## src/rtl/event_pulse_emitter_if.sv

```systemverilog
// Bus between a pipeline stage's event logic and the pulse emitter.
// The master supplies events and clear; the slave returns the pulse stream and status.
interface event_pulse_emitter_if #(
  parameter int width = 16,
  parameter int IN_W  = 2
);
  logic [IN_W-1:0]  event_count;
  logic             clear;
  logic             increment;
  logic [width-1:0] pending;
  logic             busy;
  logic             overflow;

  modport master (
    output event_count, clear,
    input  increment, pending, busy, overflow
  );

  modport slave (
    input  event_count, clear,
    output increment, pending, busy, overflow
  );
endinterface

```

## src/rtl/event_pulse_emitter.sv

```systemverilog
// Queues per-cycle event counts in a saturating backlog and replays them as
// well-formed increment pulses (high HIGH_CYCLES, low at least GAP_CYCLES).
//
// state | meaning
// IDLE  | no pulse in flight; launches as soon as the backlog is non-zero
// HIGH  | increment held high, phase counts down the remaining high cycles
// GAP   | increment low, phase counts down the remaining gap cycles
module event_pulse_emitter #(
  parameter int width       = 16,
  parameter int IN_W        = 2,
  parameter int HIGH_CYCLES = 1,
  parameter int GAP_CYCLES  = 1
) (
  input logic                  clk,
  input logic                  reset,
  event_pulse_emitter_if.slave bus
);

  localparam int PH_MAX = (HIGH_CYCLES > GAP_CYCLES) ? HIGH_CYCLES : GAP_CYCLES;
  localparam int PH_W   = (PH_MAX < 2) ? 1 : $clog2(PH_MAX + 1);
  localparam int SUM_W  = width + IN_W + 1;
  localparam logic [SUM_W-1:0] PEND_MAX = (SUM_W'(1) << width) - SUM_W'(1);

  typedef enum logic [1:0] {IDLE, HIGH, GAP} state_t;

  state_t           state, state_nxt;
  logic [PH_W-1:0]  phase, phase_nxt;
  logic [width-1:0] pending_q, pending_nxt;
  logic             overflow_q, overflow_nxt;
  logic             increment_q;
  logic             launch;
  logic [SUM_W-1:0] sum;

  always_comb begin
    state_nxt    = state;
    phase_nxt    = phase;
    launch       = 1'b0;
    pending_nxt  = pending_q;
    overflow_nxt = overflow_q;
    sum          = '0;

    unique case (state)
      IDLE: launch = (pending_q != '0);
      HIGH: begin
        if (phase == '0) begin
          state_nxt = GAP;
          phase_nxt = PH_W'(GAP_CYCLES - 1);
        end else begin
          phase_nxt = phase - PH_W'(1);
        end
      end
      GAP: begin
        if (phase == '0) begin
          if (pending_q != '0) launch = 1'b1;
          else                 state_nxt = IDLE;
        end else begin
          phase_nxt = phase - PH_W'(1);
        end
      end
      default: state_nxt = IDLE;
    endcase

    if (launch) begin
      state_nxt = HIGH;
      phase_nxt = PH_W'(HIGH_CYCLES - 1);
    end

    // launch only happens with a non-zero backlog, so the sum never underflows
    sum = SUM_W'(pending_q) + SUM_W'(bus.event_count) - SUM_W'(launch);
    if (sum > PEND_MAX) begin
      pending_nxt  = '1;
      overflow_nxt = 1'b1;
    end else begin
      pending_nxt  = sum[width-1:0];
    end

    if (bus.clear) begin
      state_nxt    = IDLE;
      phase_nxt    = '0;
      pending_nxt  = '0;
      overflow_nxt = 1'b0;
    end
  end

  always_ff @(posedge clk or negedge reset) begin
    if (!reset) begin
      state       <= IDLE;
      phase       <= '0;
      pending_q   <= '0;
      overflow_q  <= 1'b0;
      increment_q <= 1'b0;
    end else begin
      state       <= state_nxt;
      phase       <= phase_nxt;
      pending_q   <= pending_nxt;
      overflow_q  <= overflow_nxt;
      increment_q <= (state_nxt == HIGH);
    end
  end

  assign bus.increment = increment_q;
  assign bus.pending   = pending_q;
  assign bus.overflow  = overflow_q;
  assign bus.busy      = (state != IDLE) || (pending_q != '0);

endmodule
```

## src/flat_wrapper.sv

```systemverilog
// flat-port wrapper written by rule: the top's interface ports become plain ports
module event_pulse_emitter_flat 
#(
  parameter int width       = 16,
  parameter int IN_W        = 2,
  parameter int HIGH_CYCLES = 1,
  parameter int GAP_CYCLES  = 1
)
  (clk, reset, bus_event_count, bus_clear, bus_increment, bus_pending, bus_busy, bus_overflow);
  event_pulse_emitter_if #(.width(width), .IN_W(IN_W)) bus_i ();
  input logic clk;
  input logic reset;
  input wire logic [$bits(bus_i.event_count)-1:0] bus_event_count;
  input wire logic [$bits(bus_i.clear)-1:0] bus_clear;
  output wire logic [$bits(bus_i.increment)-1:0] bus_increment;
  output wire logic [$bits(bus_i.pending)-1:0] bus_pending;
  output wire logic [$bits(bus_i.busy)-1:0] bus_busy;
  output wire logic [$bits(bus_i.overflow)-1:0] bus_overflow;
  assign bus_i.event_count = bus_event_count;
  assign bus_i.clear = bus_clear;
  assign bus_increment = bus_i.increment;
  assign bus_pending = bus_i.pending;
  assign bus_busy = bus_i.busy;
  assign bus_overflow = bus_i.overflow;
  event_pulse_emitter #(.width(width), .IN_W(IN_W), .HIGH_CYCLES(HIGH_CYCLES), .GAP_CYCLES(GAP_CYCLES)) u_core (.clk(clk), .reset(reset), .bus(bus_i));
endmodule
```

## config.mk

```make
export PLATFORM = sky130hd
export DESIGN_NAME = event_pulse_emitter_flat
export DESIGN_NICKNAME = d
export VERILOG_FILES = /design/src/rtl/event_pulse_emitter_if.sv /design/src/rtl/event_pulse_emitter.sv /design/src/flat_wrapper.sv
export SDC_FILE = /design/constraint.sdc
export NUM_CORES = 1
export LEC_CHECK = 0
export ABC_AREA = 1
export CAP_MARGIN = 20
export CORE_MARGIN = 10
export CORE_UTILIZATION = 45
export DETAILED_ROUTE_END_ITERATION = 10
export PLACE_DENSITY = 0.64
export SYNTH_ARGS = -nofsm -noshare
export SYNTH_HDL_FRONTEND = slang
export SYNTH_SLANG_ARGS = --single-unit
```

## constraint.sdc

```tcl
create_clock -name clk -period 2.8 [get_ports clk]
set_input_delay 0.28 -clock clk [delete_from_list [all_inputs] [get_ports clk]]
set_output_delay 0.28 -clock clk [all_outputs]
set_load 0.02 [all_outputs]
```

==> flow_summary_export.csv, run 1 <==
group,metric,value,unit
yosys,synth-xor-area-share,3.59,%
sta,max_slew_margin,44.1,%
route,drc,0,
critical_path,endpoint_kind,"flop",
cells_and_area,num_antenna_cells,0,
global_routing,met1_usage,18.8,%
floorplanning,die_w,85.9,um
sta,fin_crit,2.64,ns
min_path,hp-class,"flop to flop",
critical_path,worst-setup-path-type,"flop to flop",
cells_and_area,fillers,386,
cts,clkLatencyLatePin,0.26,ns
yosys,synthAdderAreaFrac,3.59,%
critical_path,r2r_slack,0.16,ns
route,viasPerCell,5.00,
yosys,synthesis.area,1950,um^2
cells_and_area,drive_above_1_share,28.8,%
yosys,synth_cell_types,25,
cts,ctsHtreeMaxLevel,1,
power_and_ir_drop,power,2290,uW
cells_and_area,syn_to_final_growth,32.5,%
place,hpwl,4.29,mm
yosys,muxShareOfSynthArea,0,%
sta,hold_viol,0,
sta,setup_slack,0.155,ns
cells_and_area,finish.utilization,63.3,%
place,place_area,2360,um^2
cts,numCtsBuffers,3,
critical_path,r2r_end,"u_core.bus.pending[14]$_DFF_PN0_",
job,maxCapViolations,0,
cts,cts-root-buf,"clkbuf_8",
place,place_congestion,0.980,
yosys,synth-simple-area-share,52.5,%
critical_path,path_max_fanout,4,
global_routing,grt-ovfl-total,0,
min_path,hold_depth,1,
sta,finalSetupTns,0,ns
global_routing,grt_max_degree,21,
floorplanning,fp.dieH,85.9,um
critical_path,cp_data_arrival_time,2.79,ns
critical_path,critical_path_required,2.95,ns
floorplanning,core_region_area,4090,um^2
place,portBuffers,23,
power_and_ir_drop,p_int,1220,uW
route,ant_nets,0,
critical_path,critPathCapture,"u_core.bus.pending[14]$_DFF_PN0_",
yosys,synth-compound-area-share,1.02,%
global_routing,use_met3,2.37,%
yosys,syn_avg_cell_area,6.73,um^2
global_routing,grt_pass1_vias,1840,
route,wl,5.41,mm
route,route.vias.total,1970,
global_routing,grt-busiest-layer,"met2",
yosys,ys_ff_latch,20,
floorplanning,initial_utilization,47.8,%
cells_and_area,nNetsFinal,355,
cts,cts_hold_buf,0,
sta,finalCritPeriodShare,94.5,%
status,status,"complete, no violations",
cells_and_area,finalInstanceArea,2590,um^2
power_and_ir_drop,swShare,46.7,%
cts,clk_pin_slew_worst_paths,0.08,ns
global_routing,antenna_found_initial,0,
route,dr.pass1.iters,5,
cells_and_area,mostFrequentLayoutCells,"nand2_1 (78), inv_1 (47), buf_4 (28), nor2_1 (27), clkdlybuf4s50_1 (23)",
power_and_ir_drop,p_leak,0.00141,uW
critical_path,regToRegStartpoint,"u_core.bus.pending[2]$_DFF_PN0_",
place,post-place-ws,-0.128,ns
power_and_ir_drop,pwr-share-clk,12.4,%
critical_path,rr_worst_depth,18,
sta,setup_viol,0,
power_and_ir_drop,peakVddDrop,0.571,mV
cells_and_area,multi_input_area,1310,um^2
sta,tightest_slew,0.837,ns
floorplanning,rows,23,
critical_path,crit_start,"u_core.bus.pending[2]$_DFF_PN0_",
yosys,ys_warn_count,0,
cells_and_area,final_common_cell,"nand2_1",
global_routing,grt_pass1_wl,8.60,mm
power_and_ir_drop,power_switching,1070,uW
power_and_ir_drop,pwr-share-comb,68.3,%
yosys,synth_top_family_by_area,"simple AND/OR/NAND/NOR gates",
global_routing,grt_use_met2,22.0,%
power_and_ir_drop,pwr-share-seq,19.3,%
yosys,synth_cells,290,
floorplanning,num_io_pins,24,
cts,clock_sinks,20,
cts,cts_tree,"yes",
global_routing,grtUsageTotal,13.9,%
sta,clock_skew,0.00688,ns
power_and_ir_drop,p_per_area,886,nW/um^2
cts,cts_buffer_depth,2,
route,route.detailed.wl_per_inst,13.7,um
yosys,seq_area_frac_synth,25.6,%
cells_and_area,seq_area,500,um^2
route,drt-initial-drc-count,127,
yosys,synth_nets,300,
critical_path,cp-start-kind,"flop",
floorplanning,die-area,7380,um^2
sta,maxSlewViolCount,0,
sta,max_freq,378,MHz
==> power by group through the flow <==
stage | Combinational (uW) | Sequential [uW] | Clock (uW)
floorplan | 873 | 529 | 0
global placement | 1410 | 442 | 0
detailed placement | 1420 | 444 | 0
CTS | 1430 | 439 | 288
global route | 1720 | 447 | 298
finish | 1570 | 442 | 284
==> stage by stage <==
step / hold WS (ns) / instances
final: 0.424 / 394
after global routing: 0.450 / 394
after CTS: 0.430 / 385
after detailed placement: 0.419 / 381
after global placement: 0.418 / 381
after floorplan: -0.0156 / 290
==> cell families after synthesis <==
group | Yosys count
AOI/OAI and AO/OA | 4
xor gates and xnor gates | 8
adders and majority gates | 5
buffers and inverters | 60
DFF | 20
and+or+nand+nor | 193
==> cell usage after synthesis <==
| cell | number | area share, % |
|---|---|---|
| nand4_1 | 10 | 3.2 |
| nand2_1 | 81 | 16 |
| a21oi_1 | 1 | 0.26 |
| nor2_4 | 6 | 3.5 |
| buf_4 | 1 | 0.38 |
| nand3_4 | 1 | 0.90 |
| nor2_2 | 5 | 1.6 |
| dfrtp_1 | 20 | 26 |
| fa_1 | 1 | 1.0 |
| nand2_4 | 5 | 2.9 |
| nand2_2 | 15 | 4.8 |
| nor2_1 | 28 | 5.4 |
| ha_1 | 4 | 2.6 |
| inv_1 | 48 | 9.2 |
| nor4_1 | 1 | 0.32 |
| xnor2_1 | 3 | 1.3 |
| clkinv_1 | 2 | 0.38 |
| buf_6 | 3 | 1.7 |
| o21ai_0 | 3 | 0.77 |
| buf_12 | 1 | 1.0 |
| nor3_1 | 5 | 1.3 |
| xor2_1 | 5 | 2.2 |
| nand3_2 | 15 | 7.7 |
| nand3_1 | 21 | 5.4 |
| inv_2 | 5 | 0.96 |
==> sequential cells by signal (all words and copies together) (netlist names) <==
name	cells
u_core.bus.pending	16
u_core.state	2
u_core.bus.increment	1
u_core.bus.overflow	1
==> layout make-up <==
type,instances,share of cell area [%]
clock buffer,3,1.59
clock inverter,1,1.16
inverter,55,7.97
multi-input combinational,214,50.5
sequential,20,19.3
tap,50,2.42
timing repair buffer,51,17.0
==> critical path, stage by stage, from the launching register on <==
cell     delay, ns
dfrtp_1       0.40
nor4_2        0.28
nand4_1       0.16
nor3_2        0.20
buf_4         0.15
nor2_1        0.05
ha_2          0.20
ha_2          0.17
inv_1         0.05
nor2_1        0.05
nand3_1       0.12
buf_4         0.14
nor2_4        0.04
nand3_2       0.11
nand2_4       0.11
nand2_4       0.11
nand3_2       0.08
nand2_1       0.06
inv_1         0.06
==> how the worst min path moves through the flow <==
stage / end / slack [ns] / start
2_1_floorplan: u_core.bus.increment$_DFF_PN0_ / -0.02 / reset
3_3_place_gp: u_core.state[1]$_DFF_PN0_ / 0.42 / u_core.state[1]$_DFF_PN0_
3_5_place_dp: u_core.state[1]$_DFF_PN0_ / 0.42 / u_core.state[1]$_DFF_PN0_
4_1_cts: u_core.state[1]$_DFF_PN0_ / 0.43 / u_core.state[1]$_DFF_PN0_
5_1_grt: u_core.state[1]$_DFF_PN0_ / 0.45 / u_core.state[1]$_DFF_PN0_
6_report: u_core.state[1]$_DFF_PN0_ / 0.42 / u_core.state[1]$_DFF_PN0_
==> what timing repair did <==
item,4_1_cts,5_1_grt
setup buffers,0,5
resized for setup,0,17
endpoints found under the setup margin,0,17
==> metal layers <==
metal / share of wire [%] / up-vias / wire length (um)
met5: 0 / - / 0
met4: 1.9 / 0 / 101
met3: 4.7 / 11 / 252
met2: 47 / 47 / 2530
met1: 47 / 908 / 2520
li1: - / 1004 / -
No activity file was read; power rests on OpenSTA's default activity.
==> run 2, diff against run 1 <==
- PLACE_DENSITY: 0.64 -> 0.66
- clock period: 2.8 -> 2.24 ns (I/O delays scaled with it)
==> flow_summary_export.csv, run 2 (same netlist as run 1, synthesis figures left out) <==
group,metric,value,unit
status,status,"finished, violations left",
status,violations,"setup timing",
sta,maxSlewViolCount,0,
floorplanning,num_io_pins,24,
cells_and_area,num_antenna_cells,0,
sta,tightest_slew,0.463,ns
cells_and_area,nNetsFinal,397,
cts,ctsHtreeMaxLevel,1,
critical_path,crit_chain,"nor4_4 -> nand4_1 -> nor3_2 -> nor2_1 -> ha_2 -> ha_4 -> inv_4 -> nor2_4 -> nand3_2 -> buf_6 -> nor2_4 -> nand3_4 -> nand2_8 -> nand2_4 -> nand3_2 -> nand2_1 -> inv_1",
critical_path,crit_start,"u_core.bus.pending[8]$_DFF_PN0_",
cts,clk_pin_slew_worst_paths,0.08,ns
critical_path,cp-start-kind,"flop",
route,drt-initial-drc-count,157,
critical_path,path_max_fanout,4,
route,route.detailed.wl_per_inst,15.5,um
global_routing,grt_pass1_vias,2250,
route,route.met3.wl,444,um
power_and_ir_drop,p_per_area,1120,nW/um^2
global_routing,grtUsageTotal,17.9,%
critical_path,critical_path_required,2.39,ns
place,hpwl,4.58,mm
cells_and_area,finish.utilization,75.9,%
route,routed.top_layer,"met4",
floorplanning,die_w,85.9,um
sta,rsz0062_at_grt,"yes",
cts,clkLatencyLatePin,0.26,ns
critical_path,worst-setup-path-type,"flop to flop",
critical_path,regToRegStartpoint,"u_core.bus.pending[8]$_DFF_PN0_",
cts,cts_buffer_depth,2,
cells_and_area,stdcell_count,436,
route,ant_nets,0,
cts,cts-root-buf,"clkbuf_8",
place,portBuffers,23,
route,route.vias.total,2240,
route,viasPerCell,5.14,
global_routing,antenna_found_initial,0,
cells_and_area,largest_reg_flops,16,
global_routing,grt_pass1_wl,10.9,mm
power_and_ir_drop,p_leak,0.00168,uW
route,dr.pass1.iters,4,
floorplanning,die-area,7380,um^2
critical_path,endpoint_kind,"flop",
cells_and_area,final_common_cell,"nand2_1",
place,place_area,2660,um^2
route,wl_met2,3.36,mm
sta,finalCritPeriodShare,116,%
min_path,hp-class,"input port to async pin",
floorplanning,initial_utilization,47.8,%
cts,cts_hold_buf,0,
sta,setup_viol,17,
critical_path,crit_slowest_cell,"dfrtp_2",
route,drt-met1-wl,2.78,mm
power_and_ir_drop,peakVddDrop,0.811,mV
global_routing,grt_max_degree,21,
sta,fin_crit,2.59,ns
place,post-place-ws,-0.613,ns
critical_path,cp_data_arrival_time,2.74,ns
sta,setup_slack,-0.348,ns
cells_and_area,drive_above_1_share,43.5,%
place,dp_cells,415,
route,wl,6.74,mm
sta,max_slew_margin,68.9,%
cts,numCtsBuffers,3,
floorplanning,rows,23,
cells_and_area,finalInstanceArea,3100,um^2
sta,max_freq,386,MHz
global_routing,grt-ovfl-total,0,
cts,cts_tree,"yes",
place,place_congestion,0.893,
cells_and_area,syn_to_final_growth,58.8,%
critical_path,crit_path_max_incr_delay,0.43,ns
cts,clock_sinks,20,
job,maxCapViolations,0,
sta,clock_skew,0.00327,ns
floorplanning,core_region_area,4090,um^2
floorplanning,fp.dieH,85.9,um
route,drc,0,
sta,hold_viol,0,
cells_and_area,mostFrequentLayoutCells,"nand2_1 (79), buf_4 (68), inv_1 (46), clkdlybuf4s50_1 (21)",
run 2: changes by cell type in the layout (fill, tap and decap cells not counted), moves of 3 or more:
cell,change
buf_4,+40
dfrtp_1,-4
dfrtp_2,+4
nand3_1,-8
nand3_2,+5
nand3_4,+3
nor2_1,-7
nor2_4,+5
xor2_1,-4
xor2_2,+4
run 2: worst paths after layout:
check,to,slack (ns),depth (start not counted)
setup / recovery,u_core.bus.pending[14]$_DFF_PN0_,-0.35,17
hold / removal,u_core.bus.overflow$_DFFE_PN0P_,0.30,2
setup reg to reg,u_core.bus.pending[14]$_DFF_PN0_,-0.35,17
hold reg to reg,u_core.state[1]$_DFF_PN0_,0.43,1
max in group asynchronous,u_core.bus.pending[8]$_DFF_PN0_,1.71,2
min in group clk,u_core.state[1]$_DFF_PN0_,0.43,1
run 2: routing by layer:
layer	global-route usage [%]	vias up
met5	0	-
li1	-	1086
met2	31.1	91
met1	22.0	1048
met3	1.99	15
met4	6.59	0
run 2: repair_timing:
action	4_1_cts	5_1_grt
setup endpoints to repair	18	18
cloned	4	0
buffers inserted	11	3
pin swaps	16	20
gates resized for setup	22	29
run 2: layout make-up:
class                   count  area (um^2)
clock buffers               4         55.1
fillers                   288          985
inverters                  55          209
multi-input cells         214         1500
flip-flops and latches     20          505
well taps                  50         62.6
repair buffers             93          766
run 2: critical path: cells and delay by family (launching register included):
kind | cells | cell delay, ns
adders and majority gates | 2 | 0.40
DFF | 1 | 0.43
buffers and inverters | 3 | 0.22
and+or+nand+nor | 12 | 1.43
run 2: power breakdown:
part	leakage, uW	switching (uW)	internal (uW)
Sequential	0.000261	78.6	468
Clock	0.0000288	124	157
Combinational	0.00139	1430	1220
run 2: stage by stage:
stage | setup TNS (ns) | total power [uW] | hold WS (ns)
3_3_place_gp | -8.72 | 2550 | 0.415
4_1_cts | -4.95 | 3230 | 0.311
2_1_floorplan | -2.61 | 1810 | -0.0716
5_1_grt | -7.63 | 3730 | 0.340
6_report | -5.58 | 3470 | 0.303
3_5_place_dp | -9.90 | 2590 | 0.422
